**config.mk**
```make
export PLATFORM = sky130hd
export DESIGN_NAME = fixed_point_accumulator
export DESIGN_NICKNAME = d
export VERILOG_FILES = /design/src/rtl/fixed_point_accumulator.sv
export SDC_FILE = /design/constraint.sdc
export NUM_CORES = 1
export LEC_CHECK = 0
export BUFFER_PORTS_ARGS = -buffer_cell sky130_fd_sc_hd__buf_4
export CORE_ASPECT_RATIO = 0.6
export CORE_MARGIN = 5
export CORE_UTILIZATION = 60
export CTS_CLUSTER_SIZE = 24
export DETAILED_ROUTE_END_ITERATION = 12
export PLACE_DENSITY = 0.83
export SETUP_SLACK_MARGIN = 0.05
export SYNTH_ARGS = -nofsm -noshare
export SYNTH_HDL_FRONTEND = slang
export SYNTH_SLANG_ARGS = --single-unit
```
**constraint.sdc**
```tcl
create_clock -name clk -period 8.96 [get_ports clk]
set_input_delay 0.896 -clock clk [delete_from_list [all_inputs] [get_ports clk]]
set_output_delay 0.896 -clock clk [all_outputs]
set_load 0.03 [all_outputs]
```
**src/rtl/fixed_point_accumulator.sv**
```systemverilog
// Streaming Q8.7 product accumulator with guard bits, sticky overflow and valid/ready result.
// Define SATURATE_EN to saturate the narrowed result instead of wrapping it.
module fixed_point_accumulator #(
  parameter int WIDTH   = 16,
  parameter int FRAC    = 7,
  parameter int GUARD   = 8,
  parameter int COUNT_W = 8
) (
  input  logic               clk,
  input  logic               rst_n,
  input  logic               clear,
  input  logic               in_valid,
  output logic               in_ready,
  input  logic [WIDTH-1:0]   in_data,
  input  logic               in_ovf,
  input  logic               in_last,
  output logic               out_valid,
  input  logic               out_ready,
  output logic [WIDTH-1:0]   out_data,
  output logic               out_ovf,
  output logic [COUNT_W-1:0] out_count
);

  localparam int AW = WIDTH + GUARD;
  localparam logic [AW-1:0]    ACC_MAX = {1'b0, {(AW-1){1'b1}}};
  localparam logic [AW-1:0]    ACC_MIN = {1'b1, {(AW-1){1'b0}}};
  localparam logic [WIDTH-1:0] OUT_MAX = {1'b0, {(WIDTH-1){1'b1}}};
  localparam logic [WIDTH-1:0] OUT_MIN = {1'b1, {(WIDTH-1){1'b0}}};

  // The binary point is only carried through; it must still lie inside the word.
  if (FRAC >= WIDTH) begin : g_bad_frac
    $error("FRAC must be smaller than WIDTH");
  end

  typedef enum logic {ST_ACCUM, ST_HOLD} state_t;

  state_t             r_state;
  logic [AW-1:0]      r_acc;
  logic               r_sticky;
  logic [COUNT_W-1:0] r_count;
  logic               r_out_valid;
  logic [WIDTH-1:0]   r_out_data;
  logic               r_out_ovf;
  logic [COUNT_W-1:0] r_out_count;

  logic               w_accept;
  logic [AW-1:0]      w_in_ext;
  logic [AW-1:0]      w_sum;
  logic               w_acc_ovf;
  logic [AW-1:0]      w_acc_next;
  logic               w_sticky_next;
  logic [COUNT_W-1:0] w_count_next;
  logic               w_narrow_ovf;
  logic [WIDTH-1:0]   w_data_narrow;

  assign w_accept      = in_valid & (r_state == ST_ACCUM) & ~clear;
  assign w_in_ext      = {{GUARD{in_data[WIDTH-1]}}, in_data};
  assign w_sum         = r_acc + w_in_ext;
  assign w_acc_ovf     = (r_acc[AW-1] == w_in_ext[AW-1]) && (w_sum[AW-1] != r_acc[AW-1]);
  assign w_acc_next    = w_acc_ovf ? (r_acc[AW-1] ? ACC_MIN : ACC_MAX) : w_sum;
  assign w_sticky_next = r_sticky | in_ovf | w_acc_ovf;
  assign w_count_next  = (&r_count) ? r_count : r_count + 1'b1;

  // The top GUARD+1 bits must all equal the sign bit for the sum to fit in WIDTH bits.
  assign w_narrow_ovf  = !((&w_acc_next[AW-1:WIDTH-1]) || !(|w_acc_next[AW-1:WIDTH-1]));

`ifdef SATURATE_EN
  assign w_data_narrow = w_narrow_ovf ? (w_acc_next[AW-1] ? OUT_MIN : OUT_MAX)
                                      : w_acc_next[WIDTH-1:0];
`else
  assign w_data_narrow = w_acc_next[WIDTH-1:0];
`endif

  always_ff @(posedge clk or negedge rst_n) begin
    if (!rst_n) begin
      r_state     <= ST_ACCUM;
      r_acc       <= '0;
      r_sticky    <= 1'b0;
      r_count     <= '0;
      r_out_valid <= 1'b0;
      r_out_data  <= '0;
      r_out_ovf   <= 1'b0;
      r_out_count <= '0;
    end else if (clear) begin
      r_state     <= ST_ACCUM;
      r_acc       <= '0;
      r_sticky    <= 1'b0;
      r_count     <= '0;
      r_out_valid <= 1'b0;
      r_out_data  <= '0;
      r_out_ovf   <= 1'b0;
      r_out_count <= '0;
    end else begin
      case (r_state)
        ST_ACCUM: begin
          if (w_accept) begin
            r_acc    <= w_acc_next;
            r_sticky <= w_sticky_next;
            r_count  <= w_count_next;
            if (in_last) begin
              // Result is captured from the final sum so it is valid one cycle after the last beat.
              r_state     <= ST_HOLD;
              r_out_valid <= 1'b1;
              r_out_data  <= w_data_narrow;
              r_out_ovf   <= w_sticky_next | w_narrow_ovf;
              r_out_count <= w_count_next;
            end
          end
        end
        ST_HOLD: begin
          if (out_ready) begin
            r_state     <= ST_ACCUM;
            r_acc       <= '0;
            r_sticky    <= 1'b0;
            r_count     <= '0;
            r_out_valid <= 1'b0;
            r_out_data  <= '0;
            r_out_ovf   <= 1'b0;
            r_out_count <= '0;
          end
        end
        default: r_state <= ST_ACCUM;
      endcase
    end
  end

  assign in_ready  = (r_state == ST_ACCUM);
  assign out_valid = r_out_valid;
  assign out_data  = r_out_data;
  assign out_ovf   = r_out_ovf;
  assign out_count = r_out_count;

endmodule

```
# Yosys cells after proc, flatten, opt, wreduce, memory -nomap -nowiden
# Index checks and enable logic that the tools add are counted.
dict set report op_classes {
  add_sub_neg 2
  shifts 0
  reduce_logical 9
  n_mux 37
  eq_ne 5
  n_lt_le_gt_ge 0
  mul 0
  bitwise 7
  div 0
}
# cell n
set ops {}
lappend ops {{$mux 24} 5}
lappend ops {{$mux 16} 4}
lappend ops {{$mux 8} 7}
lappend ops {{$pmux 24 s2} 1}
lappend ops {{$pmux 16 s2} 1}
lappend ops {{$pmux 8 s2} 2}
lappend ops {{$add 24x24->24} 1}
lappend ops {{$mux 1} 13}
lappend ops {{$reduce_and 9->1} 1}
lappend ops {{$reduce_or 9->1} 1}
lappend ops {{$add 8x1->8 const B} 1}
lappend ops {{$pmux 1 s2} 4}
lappend ops {{$reduce_and 8->1} 1}
lappend ops {{$ne 3x2->1 const B} 2}
lappend ops {{$ne 3x3->1 const B} 1}
lappend ops {{$or 1x1->1} 3}
lappend ops {{$reduce_and 3->1} 1}
lappend ops {{$and 1x1->1} 2}
lappend ops {{$logic_not 1->1} 2}
lappend ops {{$not 1->1} 2}
lappend ops {{$reduce_and 2->1} 1}
lappend ops {{$eq 1x1->1} 1}
lappend ops {{$logic_and 1x1->1} 1}
lappend ops {{$logic_or 1x1->1} 1}
lappend ops {{$ne 1x1->1} 1}
dict set report totals {
  n_memories 0
  reg_bits 60
  mem_bits_ro 0
  word_cells 68
  mem_bits_rw 0
  latch_bits 0
  in_bits 23
}

# Longest topological paths before layout
dict set report logic_depth {
  ltp_word 13
  mapped_depth 17
  ltp_nobuf 17
}

# Worst setup path before layout
# Ideal clock, no wire load.
dict set report synth_timing {
  path_kind {input to register}
  from {input in_data[14]}
  to {register r_out_ovf (netlist: out_ovf)}
  required_time_ns 8.826
  t_arrival_ns 4.310
  path_buffers 0
  setup_slack_ns 4.516
  cell_stages 17
  cell_sequence {ha_1 > a21oi_1 > o21ai_0 > a221oi_1 > o311a_1 > nor3_4 > a21o_2 > a21o_1 > fa_1 > nor2_1 > a21o_1 > nor3_1 > nand2_1 > nor2_1 > o2111ai_1 > a2111oi_0 > a21boi_1}
}
dict set report synth_between {
  elab_chain_cells 13
  elab_cells_between_ends 15
  classes_between {add/sub (1); eq/ne (1); mux (5); bitwise (2); reduce/logical (6)}
}
# element line
set synth_lines {}
lappend synth_lines {{from (decl)} 14} ;# input logic [WIDTH-1:0] in_data,
lappend synth_lines {{$add 24x24->24 (*)} 58} ;# assign w_sum = r_acc + w_in_ext;
lappend synth_lines {{$ne 1x1->1} 59} ;# assign w_acc_ovf = (r_acc[AW-1] == w_in_ext[AW-1]) && (w_sum[AW-1] != r_acc[AW-1]);
lappend synth_lines {{$logic_and 1x1->1} 59}
lappend synth_lines {{$mux 24} 60} ;# assign w_acc_next = w_acc_ovf ? (r_acc[AW-1] ? ACC_MIN : ACC_MAX) : w_sum;
lappend synth_lines {{$reduce_or 9->1} 65} ;# assign w_narrow_ovf = !((&w_acc_next[AW-1:WIDTH-1]) || !(|w_acc_next[AW-1:WIDTH-1]));
lappend synth_lines {{$logic_not 1->1} 65}
lappend synth_lines {{$logic_or 1x1->1} 65}
lappend synth_lines {{$logic_not 1->1} 65}
lappend synth_lines {{$or 1x1->1 (*)} 105} ;# r_out_ovf <= w_sticky_next | w_narrow_ovf;
lappend synth_lines {{$mux 1 (*)} 100} ;# if (in_last) begin
lappend synth_lines {{$mux 1 (*)} 96} ;# if (w_accept) begin
lappend synth_lines {{$pmux 1 s2 (*)} 94} ;# case (r_state)
lappend synth_lines {{$mux 1 (*)} 84} ;# end else if (clear) begin
lappend synth_lines {{to (signal assigned)} 105}
lappend synth_lines {{to (decl)} 43} ;# logic r_out_ovf;
# Every way passes the cells marked *; elsewhere a longest branch is shown, timed or not. The select of a mux whose other input is x is not followed.
# A chain may end at the register's enable or synchronous reset.

# Final worst setup path
# Same ends and word-level chain as after synthesis.

==> results by group <==
Synthesis
  • Yosys top cell by area: dfrtp_1
  • Syn_nets: 476
  • Dominant cells by area after synthesis: dfrtp_1 (40%), o21ai_0 (8.9%), ha_1 (8.0%)
  • Async S/R FF share, synth: 100%
  • Adder-Cell Fraction of Synth Area: 9.08%
  • Ys flop type: dfrtp_1
  • Yosys cell types: 51
  • Xor/xnor cell area share of the yosys netlist: 5.84%
  • Compound-Gate Fraction of Synth Area: 27.7%
  • Post-synth EDFFs: 0
  • Synth top area share: around two fifths
  • Simple-gate share of the synthesized area: 14.4%
  • Post-synthesis mux area share: 0.601%
  • Cells after Synth: 427
  • Main combinational cell family by area after synthesis: compound AO/OA/AOI/OAI gates
  • Post-synthesis sequential area ratio: 40.0%
  • Post-synthesis cell area: 0.00375 mm²
  • #FFs+latches synth: 60
  • Avg Synthesized Cell Area: 8.78 µm²
  • Warnings from Yosys: 0

STA
  • Period utilization: between 50% and 60%
  • Pins Over Slew Limit: 0
  • Tmin final: 5030 ps
  • Worst clock skew: 7.43 ps
  • Unrepaired setup endpoints after global routing: no
  • Final setup TNS: 0 ps
  • Hold Fails Final Rpt: 0
  • Worst-Margin Slew: slightly above 800 ps
  • Max Clk Rate: 0.199 GHz
  • Final setup fails: 0
  • Slew headroom: between 40% and 50%
  • Final worst slack: 3930 ps

Clock tree
  • Worst-Skew Late Latency: 340 ps
  • Max clock buf depth: 2
  • Clk sinks: 60
  • Post-CTS setup buffers: 0
  • CTS tree: built
  • CTS resizes: 0
  • Hold Buf Count CTS: 0
  • TritonCTS Buffers: 9
  • CTS clk-pin slew, worst paths: 70 ps
  • Clk root buf: clkbuf_8
  • H-tree depth: 3

Power
  • Leak Pwr: 0.00209 µW
  • Power Density: 330 mW/mm²
  • Peak VDD IR: 0.170 mV
  • P_int: 812 µW
  • NetSw: 649 µW
  • Clock network power share: a little under a fifth
  • Combinational Power Share: ~53%
  • Sw Share: 44.4%
  • Sequential Power Share: between 20 and 30%

Routing
  • Final ANT Viol Nets: 0
  • Total Wirelength: between 9000 and 10,000 µm
  • Vias post-DR: 3,463
  • Vias per cell: 6.12
  • Initial detailed-routing violation count: between 200 and 300
  • Wire per inst: 16.7 µm
  • Pre-antenna DRT Iters: 4
  • Remaining DRCs: 0

Floorplanning
  • Core region area: 0.00608 mm²
  • Die width: 112 µm
  • Placement Rows: 22
  • Starting density of the core: 61.6%
  • Die height: 71.2 µm
  • Full die area: 0.00798 mm²
  • Num ports: 50

Final layout
  • Fin nets: ~530
  • Commonest non-fill, non-tap cell in the layout: nand2_1
  • P&R area growth vs syn: 18.2%
  • Share of cells above drive strength 1: between 10% and 20%
  • Most frequent cells in the layout: nand2_1 (70), o21ai_0 (67), dfrtp_1 (60)
  • Diodes inserted: 0
  • Post-route design area: 0.00443 mm²

Worst setup path
  • Critical path's largest stage delay: about 600 ps
  • Crit path max-delay family: compound AO/OA/AOI/OAI gates
  • Worst Setup Path Type: primary input to register
  • R2R cell count: 17
  • Reg2Reg Setup Slack: 4220 ps
  • Slowest-stage cell, CP: fa_1
  • CP Depth: 18
  • CP endpoint kind: register
  • Worst reg2reg path endpoint: out_ovf$_DFFE_PN0P_
  • Startpoint Class: primary input
  • WP buf/inv: 1
  • FF-to-FF Start: r_acc[14]$_DFFE_PN0P_
  • Max FO, Critical Path: 16
  • Worst Path Arrival: approximately 5200 ps
  • Worst-path cell chain: buf_4, ha_1, a21oi_1, o21ai_0, a221oi_1, o311a_1, nor3_4, a21o_2, a21o_1, fa_1, nor2_1, a21o_1, nor3_1, nand2_1, nor2_1, o2111ai_1, a2111oi_0, a21boi_1
  • Worst EP required: between 9000 and 10,000 ps

GRT
  • Number of global-route vias before repair: 3,356
  • Largest net degree at the start of global routing: between 60 and 70
  • Gr usage total: 24.9%
  • Overflow after GRT: 0
  • Global-route wire length before repair: 16,200 µm
  • Initial antenna violation count: 0

Hold path
  • Hold Path Depth: 2
  • Hold path endpoint: out_count[4]$_DFFE_PN0P_
  • Hold_sp: out_count[4]$_DFFE_PN0P_
  • Type of the most critical hold path: register to register

Run status
  • Status: completed

Place
  • Post-placement worst setup slack: ~3800 ps
  • Placed Area: 0.00421 mm²
  • Gpl congestion: slightly above 0.9
  • Port Buffers: 49
  • DP HPWL: 6800 µm

Flow run
  • Max_cap viols: 0
-- tightest hold or removal path, cell delays in order (launching register included) --
cell and delay [ps]:
dfrtp_1 350, nand2_1 40, o21ai_0 60
-- power by group through the flow --
stage | Sequential [µW] | Clock, µW | Combinational, µW
final | 405 | 275 | 780
after global routing | 416 | 294 | 854
after CTS | 405 | 279 | 767
after detailed placement | 409 | 0 | 756
after global placement | 404 | 0 | 742
after floorplan | 465 | 0 | 497
-- Yosys cell counts (all sizes together), types with 2 or more instances --
cell type / instances
a211oi: 7
mux2: 2
a211o: 2
o22ai: 2
o21ai: 70
nor2: 21
ha: 24
a22o: 7
o211ai: 3
nor3: 10
nand4: 5
o21bai: 2
xnor2: 18
a21o: 12
fa: 2
a31oi: 2
a21boi: 3
clkbuf: 12
and3: 4
xor2: 7
dfrtp: 60
and2: 3
o31ai: 6
inv: 12
a2111oi: 2
a21oi: 40
nand3: 6
nand2: 70
-- layer usage --
layer,vias up,part of all wire (%),GRT usage [%],routed length [µm]
li1,1645,-,-,-
met1,1676,49,38.0,4650
met2,132,42,36.1,4030
met3,10,7.8,6.41,735
met4,0,0.73,5.07,69
met5,-,0,0,0
-- registers in the layout, summed over array words and instances (netlist names) --
register / flops
r_state: 1
r_count: 8
out_ovf: 1
out_valid: 1
out_count: 8
out_data: 16
r_sticky: 1
r_acc: 24
-- logic make-up (layout without fill, tap and decap cells) --
logic type,after synthesis,count (layout)
AO/OA/AOI/OAI,167,167
AND/OR/NAND/NOR,123,123
flip-flops,60,60
adder cells (fa/ha/maj),26,26
XOR/XNOR,25,25
buffers and inverters,24,79
multiplexers,2,2
-- through the flow --
step	hold slack, ps	utilization [%]	cells	total power (µW)
floorplan	443	-	427	962
global placement	455	69.2	550	1150
detailed placement	468	69.2	550	1160
CTS	489	72.9	566	1450
global route	509	72.9	566	1560
finish	489	72.9	566	1460
-- how the worst max path moves through the flow --
stage / endpoint / from / slack (ps)
final: out_ovf$_DFFE_PN0P_ / in_data[14] / 3930
after global routing: out_ovf$_DFFE_PN0P_ / in_data[14] / 3590
after CTS: out_ovf$_DFFE_PN0P_ / in_data[14] / 4040
after detailed placement: out_ovf$_DFFE_PN0P_ / in_data[14] / 3780
after global placement: out_ovf$_DFFE_PN0P_ / in_data[14] / 4020
after floorplan: out_ovf$_DFFE_PN0P_ / in_data[14] / 4520
-- layout make-up --
cell class / count / area (µm²)
Clock buffer: 9 / 124
Clock inverter: 7 / 98.8
Fill cell: 480 / 1650
Inverter: 12 / 45.0
Multi-Input combinational cell: 343 / 2170
Sequential cell: 60 / 1500
Tap cell: 84 / 105
Timing Repair Buffer: 51 / 383
Note: power is estimated with default switching activity, not from simulation.
